`src/rtl/aqp_esp_rx_fifo_if.sv`:
```
// Byte stream and status bundle between the ESP UART receive FIFO and its consumer.
// The count member exists only when ESP_RX_FIFO_COUNT_EN is defined.
interface aqp_esp_rx_fifo_if #(
  parameter int DEPTH_LOG2 = 5
);
  logic [7:0]          rx_data;
  logic                rx_valid;
  logic [7:0]          rd_data;
  logic                rd_en;
  logic                empty;
  logic                full;
  logic                overflow;
  logic                ovf_clr;
  logic                flush;
`ifdef ESP_RX_FIFO_COUNT_EN
  logic [DEPTH_LOG2:0] count;
`endif

  modport slave (
    input  rx_data, rx_valid, rd_en, ovf_clr, flush,
`ifdef ESP_RX_FIFO_COUNT_EN
    output count,
`endif
    output rd_data, empty, full, overflow
  );

  modport master (
    output rx_data, rx_valid, rd_en, ovf_clr, flush,
`ifdef ESP_RX_FIFO_COUNT_EN
    input  count,
`endif
    input  rd_data, empty, full, overflow
  );
endinterface

```
`src/rtl/aqp_esp_rx_fifo.sv`:
```
// First-word-fall-through receive FIFO for bytes from the ESP UART, with sticky overflow.
// Define ESP_RX_FIFO_COUNT_EN to add the count output (write pointer minus read pointer).
module aqp_esp_rx_fifo #(
  parameter int DEPTH_LOG2 = 5
) (
  input  logic                 clk,
  input  logic                 reset_n,
  aqp_esp_rx_fifo_if.slave     bus
);
  localparam int DEPTH = 1 << DEPTH_LOG2;

  logic [7:0]          mem [DEPTH];
  logic [DEPTH_LOG2:0] wr_ptr;
  logic [DEPTH_LOG2:0] rd_ptr;
  logic                ovf;
  logic                empty_c;
  logic                full_c;
  logic                do_rd;
  logic                do_wr;
  logic                drop;

  assign empty_c = (wr_ptr == rd_ptr);
  assign full_c  = (wr_ptr[DEPTH_LOG2-1:0] == rd_ptr[DEPTH_LOG2-1:0]) &&
                   (wr_ptr[DEPTH_LOG2] != rd_ptr[DEPTH_LOG2]);

  // A pop in the same cycle frees the slot, so a write into a full FIFO is still accepted.
  assign do_rd = bus.rd_en & ~empty_c & ~bus.flush;
  assign do_wr = bus.rx_valid & (~full_c | do_rd) & ~bus.flush;
  assign drop  = bus.rx_valid & full_c & ~do_rd & ~bus.flush;

  always_ff @(posedge clk or negedge reset_n) begin
    if (!reset_n) begin
      wr_ptr <= '0;
      rd_ptr <= '0;
      ovf    <= 1'b0;
    end else if (bus.flush) begin
      rd_ptr <= wr_ptr;
    end else begin
      if (do_wr) wr_ptr <= wr_ptr + 1'b1;
      if (do_rd) rd_ptr <= rd_ptr + 1'b1;
      if (drop)             ovf <= 1'b1;
      else if (bus.ovf_clr) ovf <= 1'b0;
    end
  end

  // Storage is deliberately left out of reset.
  always_ff @(posedge clk) begin
    if (do_wr) mem[wr_ptr[DEPTH_LOG2-1:0]] <= bus.rx_data;
  end

  assign bus.rd_data  = mem[rd_ptr[DEPTH_LOG2-1:0]];
  assign bus.empty    = empty_c;
  assign bus.full     = full_c;
  assign bus.overflow = ovf;

`ifdef ESP_RX_FIFO_COUNT_EN
  assign bus.count = wr_ptr - rd_ptr;
`endif
endmodule

```
`src/flat_wrapper.sv`:
```
// flat-port wrapper written by rule: the top's interface ports become plain ports
module aqp_esp_rx_fifo_flat 
#(
  parameter int DEPTH_LOG2 = 5
)
  (clk, reset_n, bus_rx_data, bus_rx_valid, bus_rd_en, bus_ovf_clr, bus_flush, bus_rd_data, bus_empty, bus_full, bus_overflow);
  aqp_esp_rx_fifo_if #(.DEPTH_LOG2(DEPTH_LOG2)) bus_i ();
  input  logic clk;
  input  logic reset_n;
  input wire logic [$bits(bus_i.rx_data)-1:0] bus_rx_data;
  input wire logic [$bits(bus_i.rx_valid)-1:0] bus_rx_valid;
  input wire logic [$bits(bus_i.rd_en)-1:0] bus_rd_en;
  input wire logic [$bits(bus_i.ovf_clr)-1:0] bus_ovf_clr;
  input wire logic [$bits(bus_i.flush)-1:0] bus_flush;
  output wire logic [$bits(bus_i.rd_data)-1:0] bus_rd_data;
  output wire logic [$bits(bus_i.empty)-1:0] bus_empty;
  output wire logic [$bits(bus_i.full)-1:0] bus_full;
  output wire logic [$bits(bus_i.overflow)-1:0] bus_overflow;
  assign bus_i.rx_data = bus_rx_data;
  assign bus_i.rx_valid = bus_rx_valid;
  assign bus_i.rd_en = bus_rd_en;
  assign bus_i.ovf_clr = bus_ovf_clr;
  assign bus_i.flush = bus_flush;
  assign bus_rd_data = bus_i.rd_data;
  assign bus_empty = bus_i.empty;
  assign bus_full = bus_i.full;
  assign bus_overflow = bus_i.overflow;
  aqp_esp_rx_fifo #(.DEPTH_LOG2(DEPTH_LOG2)) u_core (.clk(clk), .reset_n(reset_n), .bus(bus_i));
endmodule
```
`config.mk`:
```
export PLATFORM = sky130hd
export DESIGN_NAME = aqp_esp_rx_fifo_flat
export DESIGN_NICKNAME = d
export VERILOG_FILES = /design/src/rtl/aqp_esp_rx_fifo_if.sv /design/src/rtl/aqp_esp_rx_fifo.sv /design/src/flat_wrapper.sv
export SDC_FILE = /design/constraint.sdc
export NUM_CORES = 1
export LEC_CHECK = 0
export CAP_MARGIN = 20
export CORE_ASPECT_RATIO = 1.1
export CORE_UTILIZATION = 40
export CTS_CLUSTER_SIZE = 16
export DETAILED_ROUTE_END_ITERATION = 12
export PLACE_DENSITY_LB_ADDON = 0.1
export SYNTH_ARGS = -nofsm -noshare
export SYNTH_HDL_FRONTEND = slang
export SYNTH_SLANG_ARGS = --single-unit
```
`constraint.sdc`:
```
create_clock -name clk -period 2.9 [get_ports clk]
set_clock_uncertainty 0.15 [all_clocks]
set_input_delay 0.435 -clock clk [delete_from_list [all_inputs] [get_ports clk]]
set_output_delay 0.435 -clock clk [all_outputs]
set_load 0.005 [all_outputs]
```
==> metrics.md, run 1 <==
| Metric | Value |
|---|---|
| Post-Route WL | 25100 µm |
| Crit-path max cell delay | 0.55 ns |
| Crit-path cells | buf_12, buf_8, mux4_2, mux4_2, mux2_4, buf_6 |
| Initial Util | 40.8% |
| CTS Buf Count | 28 |
| Register area share after synthesis | 75.1% |
| Tot Pwr | 12.4 mW |
| Die area | 27300 µm² |
| Area added between synthesis and finish | 22.3% |
| Ports | 25 |
| Yosys top cell by area | edfxtp_1 |
| Worst EP arrival | 2.83 ns |
| Psw | 3.44 mW |
| Number of remaining DRC errors | 0 |
| Top cell type's share of synthesized area | 72.0% |
| Commonest non-fill, non-tap cell in the layout | edfxtp_1 |
| Post-DP HPWL | 15700 µm |
| Most frequent cells in the layout | 256 x edfxtp_1, 80 x mux4_2, 62 x buf_4 |
| Worst hold path class | in2async |
| Largest net degree at the start of global routing | 37 |
| Slew HR | 53.4% |
| Slowest-stage cell, CP | mux4_2 |
| CP Capture Type | primary output |
| Post-synth EDFFs | 256 |
| Vias in the first global route | 5517 |
| Status | finished with violations |
| Chip height | 173 µm |
| Core area | 26100 µm² |
| Router iterations before antenna repair | 4 |
| Setup TNS | -3.92 ns |
| Violated checks | setup timing |
| Seq. cell area | 8020 µm² |
| Fin. max-slew vios | 0 |
| Routed via count | 5202 |
| Post-Syn Area | 10700 µm² |
| Cell Int Power | 8.96 mW |
| Layout cell share with drive strength beyond 1 | 36.6% |
| Worst-path clk slew | 0.06 ns |
| Seq pwr share | 37.0% |
| Area of placed instances | 11900 µm² |
| Number of routed nets with antenna violations | 0 |
| Ys flop type | edfxtp_1 |
| Worst-margin pin slew | 0.697 ns |
| Placed Cells incl. Taps | 916 |
| Max Cap Viol | 0 |
| Total track usage | 19.5% |
| Crit path max fanout | 8 |
| Wire per inst | 25.6 µm |
| Critical Path Stages | 6 |
| Final net count | 630 |
| Power density cells | 950 nW/µm² |
| Post-Synthesis Cells | 494 |
| FF+latch count, synth | 269 |
| Vias per cell | 5.30 |
| First-pass GRT wire length | 37700 µm |
| Fillers | 2135 |
| Clock power frac | 28.1% |
| Initial DRC count | 413 |
| Routability cong. | 0.761 |
| Final hold violation count | 0 |
| Port buffer count | 24 |
| Area of the multi-input gates | 2570 µm² |
| Ranking of synthesized cells by area | edfxtp_1 72%, mux4_2 17%, dfrtp_1 3.0%, nor2_1 1.2%, mux2_2 0.84% |
| Syn nets | 513 |
| H-Tree Depth | 1 |
| Mean area per synthesized cell | 21.6 µm² |
| Setup violators final | 8 |
| TritonCTS clock tree | done |
| Crit path top cell by count | mux4_2 |
| Cell variety after synth | 34 |
| Tcrit/Tclk final | 118% |
| Total grt overflow | 0 |
| Max Clk Rate | 293 MHz |
| Syn. warnings | 0 |
| Initial antenna violation count | 1 |
| Leak pwr | 4.31 nW |
| Die X | 158 µm |
| WP data required | 2.32 ns |
| Row cnt | 62 |
| Peak VDD IR | 0.503 mV |
| Critical path type | reg2out |
| Sw Ratio | 27.8% |
| Worst Path Buf+Inv | 3 |
| Clock tree buffer depth | 3 |
| Fin cells | 982 |
| Fin crit period | 3.41 ns |
| Comb pwr share | 34.9% |
| Root Buffer | clkbuf_16 |
| Clock sink count | 269 |
| RSZ-0062 raised after global routing | yes |
| Worst setup margin | -0.513 ns |
| Crit path launch type | flip-flop |
| Worst skew pair latency | 0.54 ns |
| Largest delay share family, worst path | multiplexers |
| R2R depth | 11 |
| Ys async rst share | 4.83% |
| Final Cell Area | 13100 µm² |
stage by stage:
step / setup WS, ns / utilization (%) / hold WS, ns
finish: -0.513 / 50.0 / 0.167
CTS: -0.548 / 49.8 / 0.189
detailed placement: -0.242 / 45.4 / 0.367
floorplan: 0.185 / - / -0.0106
global placement: -0.247 / 45.4 / 0.356
global route: -0.591 / 49.9 / 0.208
per-layer routing:
metal	wire, µm	part of all wire (%)	GRT usage, %	up-vias
li1	-	-	-	2278
met2	13200	52	33.6	136
met4	750	3.0	6.63	0
met3	1500	6.0	2.73	43
met1	9720	39	25.1	2745
met5	0	0	0	-
cell type report:
cell class,count,share of cell area [%]
tap,352,3.37
timing repair buffer,112,8.62
antenna,1,0.0192
multi-input combinational,195,19.7
clock buffer,34,5.70
inverter,5,0.144
clock inverter,14,1.05
sequential,269,61.4
power groups by stage:
stage	registers, mW	clock network [mW]	logic (mW)
finish	4.59	3.49	4.33
global route	4.61	3.70	4.63
CTS	4.59	3.56	4.34
detailed placement	4.66	0	3.86
global placement	4.65	0	3.86
floorplan	4.59	0	2.32
flip-flops by register name (all words and copies together) (netlist names):
| signal | cells |
|---|---|
| u_core.rd_ptr | 6 |
| u_core.mem | 256 |
| u_core.wr_ptr | 6 |
| u_core.bus.overflow | 1 |
synthesized netlist by cell type, types with 2 or more instances:
library cell  instances
nand2_1              14
ha_1                  5
xor2_1                5
nand4_1               3
nand3_1               5
dfrtp_1              13
inv_1                 5
a21oi_1               3
edfxtp_1            256
nand3b_1              3
or3b_2                2
buf_2                 5
mux2_2                8
xnor2_1               8
buf_1                 4
clkbuf_1             12
nor2_1               35
o21ai_0               9
mux2i_1               2
buf_6                 4
mux4_2               80
path summary, 6_finish.rpt:
path | startpoint | slack, ns | to
max reg2reg | u_core.rd_ptr[0]$_DFFE_PN0P_ | 0.18 | u_core.mem[28][7]$_DFFE_PP_
max in group asynchronous | reset_n | 1.91 | u_core.rd_ptr[0]$_DFFE_PN0P_
min in group clk | u_core.wr_ptr[5]$_DFFE_PN0P_ | 0.37 | u_core.wr_ptr[5]$_DFFE_PN0P_
max | u_core.rd_ptr[0]$_DFFE_PN0P_ | -0.51 | bus_rd_data[3]
min | reset_n | 0.17 | u_core.bus.overflow$_DFFE_PN0P_
min reg2reg | u_core.wr_ptr[5]$_DFFE_PN0P_ | 0.37 | u_core.wr_ptr[5]$_DFFE_PN0P_
cells by family after synthesis:
group                    Yosys count  synth area share [%]
adder cells (fa/ha/maj)            5                 0.586
flip-flops                       269                  75.1
AND/OR/NAND/NOR                   72                  3.18
multiplexers                      90                  17.9
XOR/XNOR                          13                  1.07
AO/OA/AOI/OAI                     15                 0.809
buffers and inverters             30                  1.39
what timing repair did:
action	CTS	global route
pin swaps	1	1
hold buffers	0	0
gates cloned	1	0
setup buffers	14	3
setup endpoints to repair	10	137
gates resized for setup	67	12
worst reg2reg max path: stages (launching register included):
cell     delay [ns]
dfrtp_4        0.57
buf_4          0.18
xor2_1         0.20
nor3_2         0.09
buf_4          0.14
buf_4          0.14
buf_4          0.15
a21oi_4        0.18
nand2_1        0.08
buf_4          0.18
nor2_1         0.20
buf_12         0.18
(Power assumes the default switching activity.)
==> run 2: changes to the inputs <==
--- a/config.mk
+++ b/config.mk
@@ -12,2 +12,4 @@
 export DETAILED_ROUTE_END_ITERATION = 12
+export GPL_ROUTABILITY_DRIVEN = 0
+export MAX_ROUTING_LAYER = met4
 export PLACE_DENSITY_LB_ADDON = 0.1
==> constraint.sdc (replaced) <==
create_clock -name clk -period 2.9 [get_ports clk]
set_clock_uncertainty 0.15 [all_clocks]
set_input_delay 0.58 -clock clk [delete_from_list [all_inputs] [get_ports clk]]
set_output_delay 0.58 -clock clk [all_outputs]
set_load 0.005 [all_outputs]
==> metrics.md, run 2 (same netlist as run 1, synthesis figures left out) <==
| Metric | Value |
|---|---|
| Crit path top cell by count | mux4_2 |
| Commonest non-fill, non-tap cell in the layout | edfxtp_1 |
| Tcrit/Tclk final | 122% |
| CP Capture Type | primary output |
| Diode count | 0 |
| WP data required | 2.17 ns |
| Initial DRC count | 386 |
| Power density cells | 947 nW/µm² |
| Total track usage | 20.3% |
| Port buffer count | 24 |
| Final Util | 50.0% |
| Crit-path cells | buf_12, buf_16, mux4_2, mux4_2, mux2_4, buf_6 |
| Post-DP HPWL | 15900 µm |
| Fin cells | 982 |
| Die area | 27300 µm² |
| First-pass GRT wire length | 37900 µm |
| Peak VDD IR | 0.550 mV |
| Final hold violation count | 0 |
| Worst Path Buf+Inv | 3 |
| Root Buffer | clkbuf_16 |
| Largest delay share family, worst path | multiplexers |
| Core area | 26100 µm² |
| Post-Route WL | 25300 µm |
| Fin. max-slew vios | 0 |
| Worst hold path class | in2async |
| Clock sink count | 269 |
| Tot Pwr | 12.4 mW |
| Initial antenna violation count | 0 |
| Clock tree buffer depth | 3 |
| Final Cell Area | 13100 µm² |
| RSZ-0062 raised after global routing | yes |
| Initial Util | 40.8% |
| Routed via count | 5255 |
| Violated checks | setup timing |
| TritonCTS clock tree | done |
| Max FFs per register | 256 |
| Wire per inst | 25.8 µm |
| Setup violators final | 10 |
| Number of remaining DRC errors | 0 |
| H-Tree Depth | 1 |
| Max Cap Viol | 0 |
| Die X | 158 µm |
| Worst-path clk slew | 0.06 ns |
| Slowest-stage cell, CP | mux4_2 |
| Largest net degree at the start of global routing | 37 |
| Most frequent cells in the layout | 256 x edfxtp_1, 80 x mux4_2, 63 x buf_4 |
| Worst skew pair latency | 0.53 ns |
| Vias in the first global route | 5634 |
| Total grt overflow | 0 |
| Router iterations before antenna repair | 5 |
| Worst EP arrival | 2.82 ns |
| Slew HR | 44.5% |
| Final net count | 627 |
| Crit path max fanout | 7 |
| Ports | 25 |
| Fin crit period | 3.55 ns |
| Area of placed instances | 11800 µm² |
| Layout cell share with drive strength beyond 1 | 36.8% |
| Crit path launch type | flip-flop |
| Number of routed nets with antenna violations | 0 |
| Worst setup margin | -0.645 ns |
| Placed Cells incl. Taps | 915 |
| Crit-path max cell delay | 0.57 ns |
| Row cnt | 62 |
| Max Clk Rate | 282 MHz |
| CTS Buf Count | 29 |
| Area added between synthesis and finish | 22.4% |
| Chip height | 173 µm |
| Critical path type | reg2out |
| Status | finished with violations |
| Leak pwr | 4.30 nW |
| Worst-margin pin slew | 0.824 ns |
| Vias per cell | 5.35 |
[run 2: layout make-up]
cell class | count | area, µm²
clock inverter | 15 | 124
timing repair buffer | 108 | 1130
inverter | 5 | 18.8
fill | 2149 | 13100
multi-input combinational | 195 | 2580
sequential | 269 | 8020
clock buffer | 38 | 759
tap | 352 | 440
[run 2: path summary, 6_finish.rpt]
| path | start | endpoint | slack [ns] | cells after the start |
|---|---|---|---|---|
| min in group clk | u_core.bus.overflow$_DFFE_PN0P_ | u_core.bus.overflow$_DFFE_PN0P_ | 0.35 | 2 |
| max in group asynchronous | reset_n | u_core.rd_ptr[0]$_DFFE_PN0P_ | 1.73 | 1 |
| max reg2reg | u_core.rd_ptr[0]$_DFFE_PN0P_ | u_core.mem[11][2]$_DFFE_PP_ | 0.11 | 10 |
| min reg2reg | u_core.bus.overflow$_DFFE_PN0P_ | u_core.bus.overflow$_DFFE_PN0P_ | 0.35 | 2 |
| max | u_core.rd_ptr[0]$_DFFE_PN0P_ | bus_rd_data[7] | -0.65 | 6 |
| min | reset_n | u_core.rd_ptr[2]$_DFFE_PN0P_ | 0.33 | 1 |
[run 2: per-layer routing]
metal | GRT usage, % | wire length, µm | share of wire [%]
met1 | 25.6 | 10400 | 41
met3 | 2.80 | 961 | 3.8
met5 | - | 0 | 0
met4 | 5.58 | 648 | 2.6
met2 | 34.0 | 13300 | 53
[run 2: where the power goes]
group	internal [mW]	switching (mW)
logic	2.41	1.97
registers	4.44	0.103
clock network	2.01	1.43
[run 2: per-stage QoR]
stage / setup WS, ns / hold slack [ns] / setup TNS, ns
2_1_floorplan: 0.0404 / 0.134 / 0
3_3_place_gp: -0.423 / 0.356 / -3.46
3_5_place_dp: -0.422 / 0.343 / -4.01
4_1_cts: -0.677 / 0.336 / -5.52
5_1_grt: -0.712 / 0.359 / -5.90
6_report: -0.645 / 0.330 / -5.06
[run 2: what timing repair did]
action,CTS,global route
gates resized for setup,77,8
setup endpoints to repair,10,201
hold buffers,0,0
cloned,4,0
pin swaps,1,0
buffers inserted,11,0
